[src/rtl/dmem_arbiter_if.sv]
// Memory-stage / DMA / data-memory signal bundle for dmem_arbiter; master = requesters + memory, slave = arbiter.
interface dmem_arbiter_if #(
    parameter int AW = 32,
    parameter int DW = 32
);
    logic          cpu_req;
    logic          cpu_we;
    logic [AW-1:0] cpu_addr;
    logic [DW-1:0] cpu_wdata;
    logic [DW-1:0] cpu_rdata;
    logic          cpu_stall;

    logic          dma_valid;
    logic          dma_we;
    logic [AW-1:0] dma_addr;
    logic [DW-1:0] dma_wdata;
    logic          dma_last;
    logic          dma_ready;
    logic [DW-1:0] dma_rdata;
    logic          dma_rvalid;

    logic [AW-1:0] mem_a;
    logic [DW-1:0] mem_wd;
    logic          mem_we;
    logic [DW-1:0] mem_rd;

    logic [31:0]   stat_cpu_stall_cnt;
    logic [31:0]   stat_dma_beats;

    modport master (
        output cpu_req, cpu_we, cpu_addr, cpu_wdata,
        input  cpu_rdata, cpu_stall,
        output dma_valid, dma_we, dma_addr, dma_wdata, dma_last,
        input  dma_ready, dma_rdata, dma_rvalid,
        input  mem_a, mem_wd, mem_we,
        output mem_rd,
        input  stat_cpu_stall_cnt, stat_dma_beats
    );

    modport slave (
        input  cpu_req, cpu_we, cpu_addr, cpu_wdata,
        output cpu_rdata, cpu_stall,
        input  dma_valid, dma_we, dma_addr, dma_wdata, dma_last,
        output dma_ready, dma_rdata, dma_rvalid,
        output mem_a, mem_wd, mem_we,
        input  mem_rd,
        output stat_cpu_stall_cnt, stat_dma_beats
    );
endinterface

[src/rtl/dmem_arbiter.sv]
// Shares the data memory between the pipeline (zero-latency owner) and a bursting DMA port; DMA reads return 1 cycle later.
// Backpressure: cpu_stall / dma_ready, both starvation-guarded. Stat counters built only with DMEM_ARB_STATS_EN.
module dmem_arbiter #(
    parameter int AW           = 32,
    parameter int DW           = 32,
    parameter int MAX_BURST    = 8,
    parameter int STARVE_LIMIT = 4
) (
    input  logic         clk,
    input  logic         rst,
    dmem_arbiter_if.slave bus
);
    localparam int BW = $clog2(MAX_BURST + 1);
    localparam int WW = $clog2(STARVE_LIMIT + 1);

    typedef enum logic [1:0] {IDLE, DMA, CPU_PRIO} state_t;

    state_t        state, state_nx;
    logic [BW-1:0] beat_cnt, beat_cnt_nx;
    logic [WW-1:0] dma_wait, cpu_wait;
    logic          dma_rdy, dma_acc, cpu_gnt, cpu_stall;
    logic          dma_starved, cpu_starved;
    logic [DW-1:0] rdata_q;
    logic          rvalid_q;
    logic [AW-1:0] mux_a;

    assign dma_starved = (dma_wait == WW'(STARVE_LIMIT));
    assign cpu_starved = (cpu_wait == WW'(STARVE_LIMIT));

    always_comb begin
        state_nx    = state;
        beat_cnt_nx = beat_cnt;
        dma_rdy     = 1'b0;
        cpu_gnt     = 1'b0;
        case (state)
            IDLE: begin
                dma_rdy = bus.dma_valid & (~bus.cpu_req | dma_starved);
                cpu_gnt = bus.cpu_req & ~dma_rdy;
                if (dma_rdy) begin
                    beat_cnt_nx = BW'(1);
                    state_nx    = (bus.dma_last || MAX_BURST == 1) ? CPU_PRIO : DMA;
                end
            end
            DMA: begin
                dma_rdy = 1'b1;
                if (bus.dma_valid) begin
                    beat_cnt_nx = beat_cnt + BW'(1);
                    if (bus.dma_last || beat_cnt_nx == BW'(MAX_BURST) || cpu_starved)
                        state_nx = CPU_PRIO;
                end else begin
                    // a bubble hands the memory straight back to the pipeline
                    cpu_gnt  = bus.cpu_req;
                    state_nx = IDLE;
                end
            end
            CPU_PRIO: begin
                cpu_gnt  = bus.cpu_req;
                state_nx = IDLE;
            end
            default: state_nx = IDLE;
        endcase
        if (!rst) begin
            dma_rdy = 1'b0;
            cpu_gnt = 1'b0;
        end
    end

    assign dma_acc   = dma_rdy & bus.dma_valid;
    assign cpu_stall = bus.cpu_req & ~cpu_gnt;

    always_ff @(posedge clk or negedge rst) begin
        if (!rst) begin
            state    <= IDLE;
            beat_cnt <= '0;
            dma_wait <= '0;
            cpu_wait <= '0;
            rvalid_q <= 1'b0;
            rdata_q  <= '0;
        end else begin
            state    <= state_nx;
            beat_cnt <= beat_cnt_nx;
            if (dma_acc)
                dma_wait <= '0;
            else if (bus.dma_valid && !dma_rdy && !dma_starved)
                dma_wait <= dma_wait + WW'(1);
            if (cpu_gnt)
                cpu_wait <= '0;
            else if (cpu_stall && !cpu_starved)
                cpu_wait <= cpu_wait + WW'(1);
            rvalid_q <= dma_acc & ~bus.dma_we;
            if (dma_acc && !bus.dma_we)
                rdata_q <= bus.mem_rd;
        end
    end

    assign mux_a          = dma_acc ? bus.dma_addr : bus.cpu_addr;
    assign bus.mem_a      = mux_a;
    assign bus.mem_wd     = dma_acc ? bus.dma_wdata : bus.cpu_wdata;
    assign bus.mem_we     = dma_acc ? bus.dma_we : (cpu_gnt & bus.cpu_we);
    assign bus.cpu_rdata  = bus.mem_rd;
    assign bus.cpu_stall  = cpu_stall;
    assign bus.dma_ready  = dma_rdy;
    assign bus.dma_rdata  = rdata_q;
    assign bus.dma_rvalid = rvalid_q;

`ifdef DMEM_ARB_STATS_EN
    logic [31:0] stall_cnt, beat_total;

    always_ff @(posedge clk or negedge rst) begin
        if (!rst) begin
            stall_cnt  <= '0;
            beat_total <= '0;
        end else begin
            if (cpu_stall && stall_cnt != 32'hFFFF_FFFF)
                stall_cnt <= stall_cnt + 32'd1;
            if (dma_acc && beat_total != 32'hFFFF_FFFF)
                beat_total <= beat_total + 32'd1;
        end
    end

    assign bus.stat_cpu_stall_cnt = stall_cnt;
    assign bus.stat_dma_beats     = beat_total;
`else
    assign bus.stat_cpu_stall_cnt = 32'd0;
    assign bus.stat_dma_beats     = 32'd0;
`endif
endmodule
[src/flat_wrapper.sv]
// flat-port wrapper written by rule: the top's interface ports become plain ports
module dmem_arbiter_flat 
#(
    parameter int AW           = 32,
    parameter int DW           = 32,
    parameter int MAX_BURST    = 8,
    parameter int STARVE_LIMIT = 4
)
  (clk, rst, bus_cpu_req, bus_cpu_we, bus_cpu_addr, bus_cpu_wdata, bus_cpu_rdata, bus_cpu_stall, bus_dma_valid, bus_dma_we, bus_dma_addr, bus_dma_wdata, bus_dma_last, bus_dma_ready, bus_dma_rdata, bus_dma_rvalid, bus_mem_a, bus_mem_wd, bus_mem_we, bus_mem_rd, bus_stat_cpu_stall_cnt, bus_stat_dma_beats);
  dmem_arbiter_if #(.AW(AW), .DW(DW)) bus_i ();
  input  logic clk;
  input  logic rst;
  input wire logic [$bits(bus_i.cpu_req)-1:0] bus_cpu_req;
  input wire logic [$bits(bus_i.cpu_we)-1:0] bus_cpu_we;
  input wire logic [$bits(bus_i.cpu_addr)-1:0] bus_cpu_addr;
  input wire logic [$bits(bus_i.cpu_wdata)-1:0] bus_cpu_wdata;
  output wire logic [$bits(bus_i.cpu_rdata)-1:0] bus_cpu_rdata;
  output wire logic [$bits(bus_i.cpu_stall)-1:0] bus_cpu_stall;
  input wire logic [$bits(bus_i.dma_valid)-1:0] bus_dma_valid;
  input wire logic [$bits(bus_i.dma_we)-1:0] bus_dma_we;
  input wire logic [$bits(bus_i.dma_addr)-1:0] bus_dma_addr;
  input wire logic [$bits(bus_i.dma_wdata)-1:0] bus_dma_wdata;
  input wire logic [$bits(bus_i.dma_last)-1:0] bus_dma_last;
  output wire logic [$bits(bus_i.dma_ready)-1:0] bus_dma_ready;
  output wire logic [$bits(bus_i.dma_rdata)-1:0] bus_dma_rdata;
  output wire logic [$bits(bus_i.dma_rvalid)-1:0] bus_dma_rvalid;
  output wire logic [$bits(bus_i.mem_a)-1:0] bus_mem_a;
  output wire logic [$bits(bus_i.mem_wd)-1:0] bus_mem_wd;
  output wire logic [$bits(bus_i.mem_we)-1:0] bus_mem_we;
  input wire logic [$bits(bus_i.mem_rd)-1:0] bus_mem_rd;
  output wire logic [$bits(bus_i.stat_cpu_stall_cnt)-1:0] bus_stat_cpu_stall_cnt;
  output wire logic [$bits(bus_i.stat_dma_beats)-1:0] bus_stat_dma_beats;
  assign bus_i.cpu_req = bus_cpu_req;
  assign bus_i.cpu_we = bus_cpu_we;
  assign bus_i.cpu_addr = bus_cpu_addr;
  assign bus_i.cpu_wdata = bus_cpu_wdata;
  assign bus_cpu_rdata = bus_i.cpu_rdata;
  assign bus_cpu_stall = bus_i.cpu_stall;
  assign bus_i.dma_valid = bus_dma_valid;
  assign bus_i.dma_we = bus_dma_we;
  assign bus_i.dma_addr = bus_dma_addr;
  assign bus_i.dma_wdata = bus_dma_wdata;
  assign bus_i.dma_last = bus_dma_last;
  assign bus_dma_ready = bus_i.dma_ready;
  assign bus_dma_rdata = bus_i.dma_rdata;
  assign bus_dma_rvalid = bus_i.dma_rvalid;
  assign bus_mem_a = bus_i.mem_a;
  assign bus_mem_wd = bus_i.mem_wd;
  assign bus_mem_we = bus_i.mem_we;
  assign bus_i.mem_rd = bus_mem_rd;
  assign bus_stat_cpu_stall_cnt = bus_i.stat_cpu_stall_cnt;
  assign bus_stat_dma_beats = bus_i.stat_dma_beats;
  dmem_arbiter #(.AW(AW), .DW(DW), .MAX_BURST(MAX_BURST), .STARVE_LIMIT(STARVE_LIMIT)) u_core (.clk(clk), .rst(rst), .bus(bus_i));
endmodule
[config.mk]
export PLATFORM = sky130hd
export DESIGN_NAME = dmem_arbiter_flat
export DESIGN_NICKNAME = d
export VERILOG_FILES = /design/src/rtl/dmem_arbiter_if.sv /design/src/rtl/dmem_arbiter.sv /design/src/flat_wrapper.sv
export SDC_FILE = /design/constraint.sdc
export NUM_CORES = 1
export LEC_CHECK = 0
export CORE_AREA = 2 2 140 142
export DETAILED_ROUTE_END_ITERATION = 16
export DIE_AREA = 0 0 142 144
export MAX_ROUTING_LAYER = met4
export SLEW_MARGIN = 20
export SYNTH_ARGS = -nofsm -noshare
export SYNTH_HDL_FRONTEND = slang
export SYNTH_SLANG_ARGS = --single-unit
export TNS_END_PERCENT = 100
[constraint.sdc]
create_clock -name clk -period 6.5 [get_ports clk]
set_clock_uncertainty 0.05 [all_clocks]
set_input_delay 1.625 -clock clk [delete_from_list [all_inputs] [get_ports clk]]
set_output_delay 1.625 -clock clk [all_outputs]
set_load 0.005 [all_outputs]
== After elaboration in Yosys (flattened, before gate mapping) ==
Index checks and enable logic that the tools add are counted.

* Bits in registers: 45
* Input bits: 167
* Word-level logic and storage cells: 64

* $add $sub $neg: 3
* Eq/ne operators: 8
* Mux-type cells: 20
* Bitwise gates (word level): 11
* Reduce and logical (&&, ||, !) cells: 16

{| class="wikitable"
|+ Operator list
! operator !! count
|-
| two-way mux 32 bit || 2
|-
| two-way mux 3 bit || 4
|-
| two-way mux 2 bit || 4
|-
| two-way mux 4 bit || 2
|-
| one-hot mux 4 bit (2 select lines) || 1
|-
| adder 3 x 1 -> 3 bit, second input constant || 2
|-
| bitwise AND 1 bit || 6
|-
| == test 3 bit, second input constant || 2
|-
| nonzero test 2 bit || 3
|-
| adder 4 x 1 -> 4 bit, second input constant || 1
|-
| == test 4 bit, second input constant || 1
|-
| logical AND 1 bit || 4
|-
| logical NOT 1 bit || 4
|-
| two-way mux 1 bit || 4
|-
| NOT 1 bit || 4
|-
| one-hot mux 2 bit (2 select lines) || 1
|-
| != test 3 x 2 -> 1 bit, second input constant || 1
|-
| one-hot mux 1 bit (3 select lines) || 1
|-
| AND reduction 3 bit || 1
|-
| == test 2 x 1 -> 1 bit, second input constant || 1
|-
| == test 2 bit, second input constant || 1
|-
| logical NOT 2 bit || 1
|-
| logical OR 1 bit || 2
|-
| != test 2 x 1 -> 1 bit, second input constant || 1
|-
| other kinds (4) || 4
|}

== Logic depth before layout (Yosys ltp) ==
Gate-level depths: netlist of run 1.

* Word-level depth: 12
* Mapped depth: 7
* Mapped depth without buffers: 5

== Worst setup path before layout of run 1 ==
Ideal clock, no wire load.

* Kind: in2out
* Start: input bus_cpu_req
* End: output bus_mem_a[23]
* Arrival time: 2.708 ns
* Data required time: 4.825 ns
* Slack: 2.117 ns
* Stages on the path: 5
* Path buffers: 2
* Path through: a21bo_2 > o211ai_4 > buf_6 > buf_6 > mux2_1

* Word-level cells in the longest chain between the ends: 7

{| class="wikitable"
|+ Ends and longest elaborated chain
! what !! line !! text
|-
| from (decl) || flat_wrapper.sv:13 || <nowiki>input wire logic [$bits(bus_i.cpu_req)-1:0] bus_cpu_req;</nowiki>
|-
| NOT 1 bit || dmem_arbiter.sv:37 || <nowiki>dma_rdy = bus.dma_valid & (~bus.cpu_req | dma_starved);</nowiki>
|-
| bitwise OR 1 bit || dmem_arbiter.sv:37 ||
|-
| bitwise AND 1 bit || dmem_arbiter.sv:37 ||
|-
| one-hot mux 1 bit (2 select lines) || dmem_arbiter.sv:35 || <nowiki>case (state)</nowiki>
|-
| two-way mux 1 bit || dmem_arbiter.sv:62 || <nowiki>if (!rst) begin</nowiki>
|-
| bitwise AND 1 bit || dmem_arbiter.sv:68 || <nowiki>assign dma_acc = dma_rdy & bus.dma_valid;</nowiki>
|-
| two-way mux 32 bit || dmem_arbiter.sv:96 || <nowiki>assign mux_a = dma_acc ? bus.dma_addr : bus.cpu_addr;</nowiki>
|-
| to (decl) || flat_wrapper.sv:27 || <nowiki>output wire logic [$bits(bus_i.mem_a)-1:0] bus_mem_a;</nowiki>
|}

No other way between the ends.

== Final worst setup path of run 1 ==
Ends and elaborated chain as after synthesis.

==> impl_metrics.toml, run 1 <==
[route]
detail_route.drc_violations = 0
drt.antenna.violating_nets = 0
route.vias.total = 3085
routedWlPerCell_um = 14.76
drt_first_iter_violations = 35
wirelength_mm = 12.03
via_per_inst = 3.785
first_pass_iters = 4

[synth]
synth_top_family_by_area = "multiplexers"
post-synth-top-count-cell = "sky130_fd_sc_hd__buf_4"
synth_top_area_cell = "sky130_fd_sc_hd__dfrtp_1"
synth.area.mux_share_pct = 31.76
yosys_most_used_dff = "sky130_fd_sc_hd__dfrtp_1"
synthesis.instances = 307
synth_commonest_cells = "sky130_fd_sc_hd__buf_4 (99), sky130_fd_sc_hd__mux2_2 (68), sky130_fd_sc_hd__dfrtp_1 (45)"
post_synth_and_or_nand_nor_area_fraction_pct = 3.215
post_synth_fa_ha_maj_area_fraction_pct = 1.786
ys_top_cells_by_area = "sky130_fd_sc_hd__dfrtp_1 (32%), sky130_fd_sc_hd__mux2_2 (22%), sky130_fd_sc_hd__buf_4 (21%), sky130_fd_sc_hd__mux2_1 (9.3%), sky130_fd_sc_hd__ha_1 (1.8%)"
area_share_of_the_largest_cell_type_after_synthesis_pct = 32.15
yosys.cell_types.count = 37
synth_compound_area_share_pct = 5.502
post_synth.cell_area_avg_sq_um = 11.41
asyncSetResetFlopFracSynth_pct = 100.0
yosysSeqAreaShare_pct = 32.15
synth_edf_count = 0
yosys_reg_bits = 45
synthesized_area_fraction_occupied_by_xor_and_xnor_cells_pct = 0.7503
post_synth_instance_area_sq_um = 3502
warnings_synthesis = 0

[setup_path]
timing.rr.end = "u_core.bus.dma_rdata[9]"
worst_path_most_repeated_cell = "sky130_fd_sc_hd__clkdlybuf4s50_1"
worst-setup-path-type = "in2out"
end_kind = "primary output"
worstPathRequired_ns = 4.83
worst_reg2reg_setup_slack_ns = 4.38
chain_of_cells_forming_the_critical_path = "clkdlybuf4s50_1 -> a21bo_2 -> o211ai_4 -> buf_12 -> mux2_1 -> clkdlybuf4s50_1"
endpoint = "bus_mem_a[23]"
critical-path-max-stage-delay_ns = 0.57
timing.critical_path.arrival_ns = 4.08
path_max_fanout = 27
worstSetupStartpointType = "input pin"
cp-startpoint = "bus_cpu_req"
worst-r2r-cell-count = 6
timing.rr.start = "u_core.dma_wait[0]"
critical-path-slowest-cell = "sky130_fd_sc_hd__clkdlybuf4s50_1"

[sta]
timing_max_transition_violations_final = 0
hold_slack_ns = 0.4530
achievable-frequency_mhz = 173.8
setup-tns-final_ns = 0
hold_viol_final = 0
finalCritPeriodShare_pct = 88.52
time_the_final_worst_path_needs_with_i_o_delays_and_setup_ns = 5.754
worst_rel_slew_slack_pct = 60.80
worstMarginPinSlew_ns = 0.5852
worst_setup_slack_final_ns = 0.7461
setup_viol = 0
rsz0062_at_grt = "no"

[grt]
grt_max_degree = 34
vias_in_the_first_global_route = 3173
grt-ovfl-total = 0
grt_usage_pct = 10.98
antenna_found_initial = 0
grt_pass1_wl_mm = 17.06

[clock_network]
clkLatencyLatePin_ns = 0.29
clock_sinks = 45
cts_setup_buffers = 0
hold_buffers_post_cts = 0
cts_root_buffer = "sky130_fd_sc_hd__clkbuf_16"
worst_setup_hold_path_clk_slew_ns = 0.06
tritoncts = "done"
cts_inserted_buffers = 5
clockBufferDepth = 2
htreeDepth = 2
ctsResizeCount = 0

[floorplanning]
die_area_sq_um = 20450
fp-row-count = 51
die_x_um = 142
initial_utilization_pct = 18.36
die_height_um = 144
io-pin-count = 363
floorplan.core_area_sq_um = 19080

[placed_design]
place_congestion = 0.7956
hpwlAfterDp_mm = 10.25
io_buffers = 298
place_ws_ns = 0.6860
place_inst = 806
placed_area_sq_um = 6260

[final_layout]
layout_cell_area_excl_fill_sq_um = 6440
finish.cell_count_without_fillers = 815
multi_input_comb_area_sq_um = 1747
area_growth_pct = 83.89
drive_above_1_share_pct = 15.60
final_net_count = 748
layout.filler_cells = 1932
antenna-diode-count = 0
seqCellArea_sq_um = 1126

[worst_hold_path]
min_path_type = "reg2reg"

[power_and_ir_drop]
power.density_nw_per_um2 = 206.9
irDropWorstVdd_mv = 0.1391
p_leak_nw = 2.662

[run_status]
outcome = "finished clean"

[run]
maxCapViolCount = 0
==> worst min path at each step <==
stage | from | slack (ns) | end | cells past startpoint
after floorplan | u_core.bus.dma_rdata[26] | 0.44 | u_core.bus.dma_rdata[26] | 1
after global placement | u_core.bus.dma_rdata[26] | 0.43 | u_core.bus.dma_rdata[26] | 1
after detailed placement | u_core.bus.dma_rdata[27] | 0.44 | u_core.bus.dma_rdata[27] | 1
after CTS | u_core.bus.dma_rdata[31] | 0.46 | u_core.bus.dma_rdata[31] | 1
after global routing | u_core.bus.dma_rdata[10] | 0.48 | u_core.bus.dma_rdata[10] | 1
final | u_core.bus.dma_rdata[2] | 0.45 | u_core.bus.dma_rdata[2] | 1
==> cell usage in the layout, fill, tap and decap left out, types with 2 or more instances in the layout <==
| cell | n |
|---|---|
| sky130_fd_sc_hd__a21boi_0 | 5 |
| sky130_fd_sc_hd__a21oi_1 | 5 |
| sky130_fd_sc_hd__and2_1 | 2 |
| sky130_fd_sc_hd__and3b_1 | 3 |
| sky130_fd_sc_hd__buf_12 | 2 |
| sky130_fd_sc_hd__buf_4 | 6 |
| sky130_fd_sc_hd__clkbuf_16 | 5 |
| sky130_fd_sc_hd__clkdlybuf4s50_1 | 297 |
| sky130_fd_sc_hd__conb_1 | 64 |
| sky130_fd_sc_hd__dfrtp_1 | 45 |
| sky130_fd_sc_hd__ha_1 | 5 |
| sky130_fd_sc_hd__inv_1 | 7 |
| sky130_fd_sc_hd__mux2_1 | 29 |
| sky130_fd_sc_hd__mux2_2 | 68 |
| sky130_fd_sc_hd__mux2i_1 | 2 |
| sky130_fd_sc_hd__nand2_1 | 3 |
| sky130_fd_sc_hd__o21ai_0 | 3 |
| sky130_fd_sc_hd__xnor2_1 | 2 |
==> final cells by class <==
cell class / instances / share of cell area, %
Timing Repair Buffer: 307 / 47.99
Clock buffer: 6 / 2.157
Sequential cell: 45 / 17.49
Inverter: 7 / 0.4080
Tap cell: 238 / 4.624
Clock inverter: 2 / 0.2137
Multi-Input combinational cell: 210 / 27.12
==> power by group <==
group | internal [W] | switching [W] | total, W
logic | 0.000431 | 0.000196 | 0.000627
registers | 0.000378 | 0.0000623 | 0.000441
clock network | 0.000153 | 0.000111 | 0.000264
==> cells by family after synthesis <==
family	count (synthesis)
mux	99
flops	45
simple gates	16
compound gates	23
fa+ha+maj	5
buf+inv	115
xor+xnor	3
other cells	1
==> worst max-delay path: cells and delay by family <==
family,cells,cell delay [ns]
buffers and inverters,3,1.29
AOI/OAI and AO/OA,2,0.80
muxes,1,0.34
==> flip-flops by register name (all words and copies together) (netlist names) <==
| signal | count |
|---|---|
| u_core.beat_cnt | 4 |
| u_core.cpu_wait | 3 |
| u_core.dma_wait | 3 |
| u_core.bus.dma_rdata | 32 |
| u_core.bus.dma_rvalid | 1 |
| u_core.state | 2 |
==> stage by stage <==
stage	total power [W]	utilization, %
floorplan	0.0007051	-
global placement	0.001055	32.81
detailed placement	0.001075	32.81
CTS	0.001351	33.61
global route	0.001420	33.75
finish	0.001332	33.75
==> layer usage <==
metal  up-vias  part of all wire, %  track usage (%)
met5         -                    0                -
met4         0                 0.79            1.895
met2       179                   54            21.15
met1      1460                   36            11.35
met3        10                  9.4            2.848
li1       1436                    -                -
(Power assumes the default switching activity.)
==> inputs of run 2 (changes only) <==
==> constraint.sdc (replaced) <==
create_clock -name clk -period 6.5 [get_ports clk]
set_clock_uncertainty 0.05 [all_clocks]
set_input_delay 1.3 -clock clk [delete_from_list [all_inputs] [get_ports clk]]
set_output_delay 1.3 -clock clk [all_outputs]
set_load 0.005 [all_outputs]
==> run 2 against run 1 <==
  * Cell count is 0.61% lower
  * Worst hold slack gained 0.0030 ns
  * Setup slack gained 0.45 ns
  * Fmax rose by 8.5%
  * Via count shrank 1.2%
  * Combinational power decreased by 1%
  * Total power grew 1.7%
  * Sequential share of layout area increased by 0.13 points
  * First-iteration DRC count rose by 60%
  * Count of clock-buffer cells in the layout unchanged
==> impl_metrics.toml, run 2 (synthesis gave the netlist of run 1 again) <==
[final_layout]
layout_common_cells = "sky130_fd_sc_hd__clkdlybuf4s50_1 (297), sky130_fd_sc_hd__mux2_2 (68), sky130_fd_sc_hd__conb_1 (64)"
mostFrequentLayoutCell = "sky130_fd_sc_hd__clkdlybuf4s50_1"
largest_register_ff_count = 32
area_growth_pct = 82.53
layout.filler_cells = 1923
antenna-diode-count = 0
utilization_after_layout_pct = 33.50
drive_above_1_share_pct = 14.69
finish.cell_count_without_fillers = 810
seqCellArea_sq_um = 1126
multi_input_comb_area_sq_um = 1747
final_net_count = 743

[sta]
worst_setup_slack_final_ns = 1.196
setup_viol = 0
timing_max_transition_violations_final = 0
setup-tns-final_ns = 0
worstMarginPinSlew_ns = 0.8615
time_the_final_worst_path_needs_with_i_o_delays_and_setup_ns = 5.304
hold_viol_final = 0
worst_rel_slew_slack_pct = 42.57
rsz0062_at_grt = "no"
finalCritPeriodShare_pct = 81.60
achievable-frequency_mhz = 188.5

[grt]
grt_max_degree = 68
grt-ovfl-total = 0
grt_pass1_wl_mm = 16.66
global_route.usage.met3_pct = 3.079
antenna_found_initial = 0
grt_use_met2_pct = 20.47
grt_util_met1_pct = 11.20
grt_usage_pct = 10.76
gr-max-usage-layer = "met2"
vias_in_the_first_global_route = 3043

[floorplanning]
fp-row-count = 51
die_height_um = 144
io-pin-count = 363
floorplan.core_area_sq_um = 19080
initial_utilization_pct = 18.36
die_area_sq_um = 20450
die_x_um = 142

[setup_path]
chain_of_cells_forming_the_critical_path = "clkdlybuf4s50_1 -> a21bo_2 -> o211ai_4 -> buf_4 -> mux2_2 -> clkdlybuf4s50_1"
critical-path-slowest-cell = "sky130_fd_sc_hd__buf_4"
worst_reg2reg_setup_slack_ns = 4.37
worst_path_most_repeated_cell = "sky130_fd_sc_hd__clkdlybuf4s50_1"
worstPathRequired_ns = 5.15
cp.buffers_inverters = 3
timing.critical_path.max_delay_family = "buffers and inverters"
critical-path-max-stage-delay_ns = 0.65
worstSetupStartpointType = "input pin"
end_kind = "primary output"
path_max_fanout = 67
timing.critical_path.arrival_ns = 3.95
worst-setup-path-type = "in2out"

[route]
route.vias.total = 3047
via_per_inst = 3.762
wirelength_mm = 11.85
routedWlPerCell_um = 14.62
drt.antenna.violating_nets = 0
drt_first_iter_violations = 56
detail_route.drc_violations = 0
first_pass_iters = 4

[worst_hold_path]
min_path_type = "reg2reg"

[placed_design]
place_congestion = 0.8312
place_ws_ns = 1.178
io_buffers = 298
place_inst = 801
hpwlAfterDp_mm = 9.898

[power_and_ir_drop]
p_leak_nw = 2.633
power.density_nw_per_um2 = 211.9
irDropWorstVdd_mv = 0.1711

[clock_network]
htreeDepth = 2
hold_buffers_post_cts = 0
clockBufferDepth = 2
worst_setup_hold_path_clk_slew_ns = 0.06
clkLatencyLatePin_ns = 0.29
cts_root_buffer = "sky130_fd_sc_hd__clkbuf_16"
clock_sinks = 45
ctsResizeCount = 0
cts_inserted_buffers = 5
tritoncts = "done"
cts_setup_buffers = 0

[run]
maxCapViolCount = 0

[run_status]
outcome = "finished clean"
==> run 2: cell types whose count changed in the layout (fill, tap and decap cells not counted), sizes merged <==
cell and delta:
clkinv -1, buf -5, bufinv +1
==> run 2: worst paths after layout <==
kind	startpoint	endpoint	depth (start not counted)
worst max-delay path	bus_cpu_req	bus_mem_wd[2]	6
worst min-delay path	u_core.bus.dma_rdata[27]	u_core.bus.dma_rdata[27]	1
worst max register to register	u_core.dma_wait[0]	u_core.bus.dma_rdata[7]	6
worst min register to register	u_core.bus.dma_rdata[27]	u_core.bus.dma_rdata[27]	1
max in group asynchronous	rst	u_core.bus.dma_rdata[24]	2
min in group asynchronous	rst	u_core.beat_cnt[1]	2
==> run 2: where the power goes <==
part           switching [W]  total, W  internal (W)
Combinational       0.000194  0.000619      0.000426
Clock               0.000112  0.000294      0.000182
Sequential         0.0000625  0.000441      0.000378
==> run 2: per-stage QoR <==
stage                     hold slack, ns  total power [W]  instance area [sq um]
after floorplan                   0.4389        0.0007051                   3739
final                             0.4560         0.001355                   6392
after global placement            0.4291         0.001049                   6197
after CTS                         0.4523         0.001373                   6365
after global routing              0.4667         0.001441                   6392
after detailed placement          0.4348         0.001068                   6197
==> run 2: final cells by class <==
cell class                      instances  area share (%)
Inverter                                7          0.4110
Tap cell                              238           4.658
Clock buffer                            6           2.016
Sequential cell                        45           17.62
Timing Repair Buffer                  302           47.37
Multi-Input combinational cell        210           27.32
Clock inverter                          2          0.6068
==> run 2: routing by layer <==
layer	part of all wire (%)	wire (um)
met1	36	4242
met2	54	6409
met3	9.7	1144
met4	0.40	47
met5	0	0
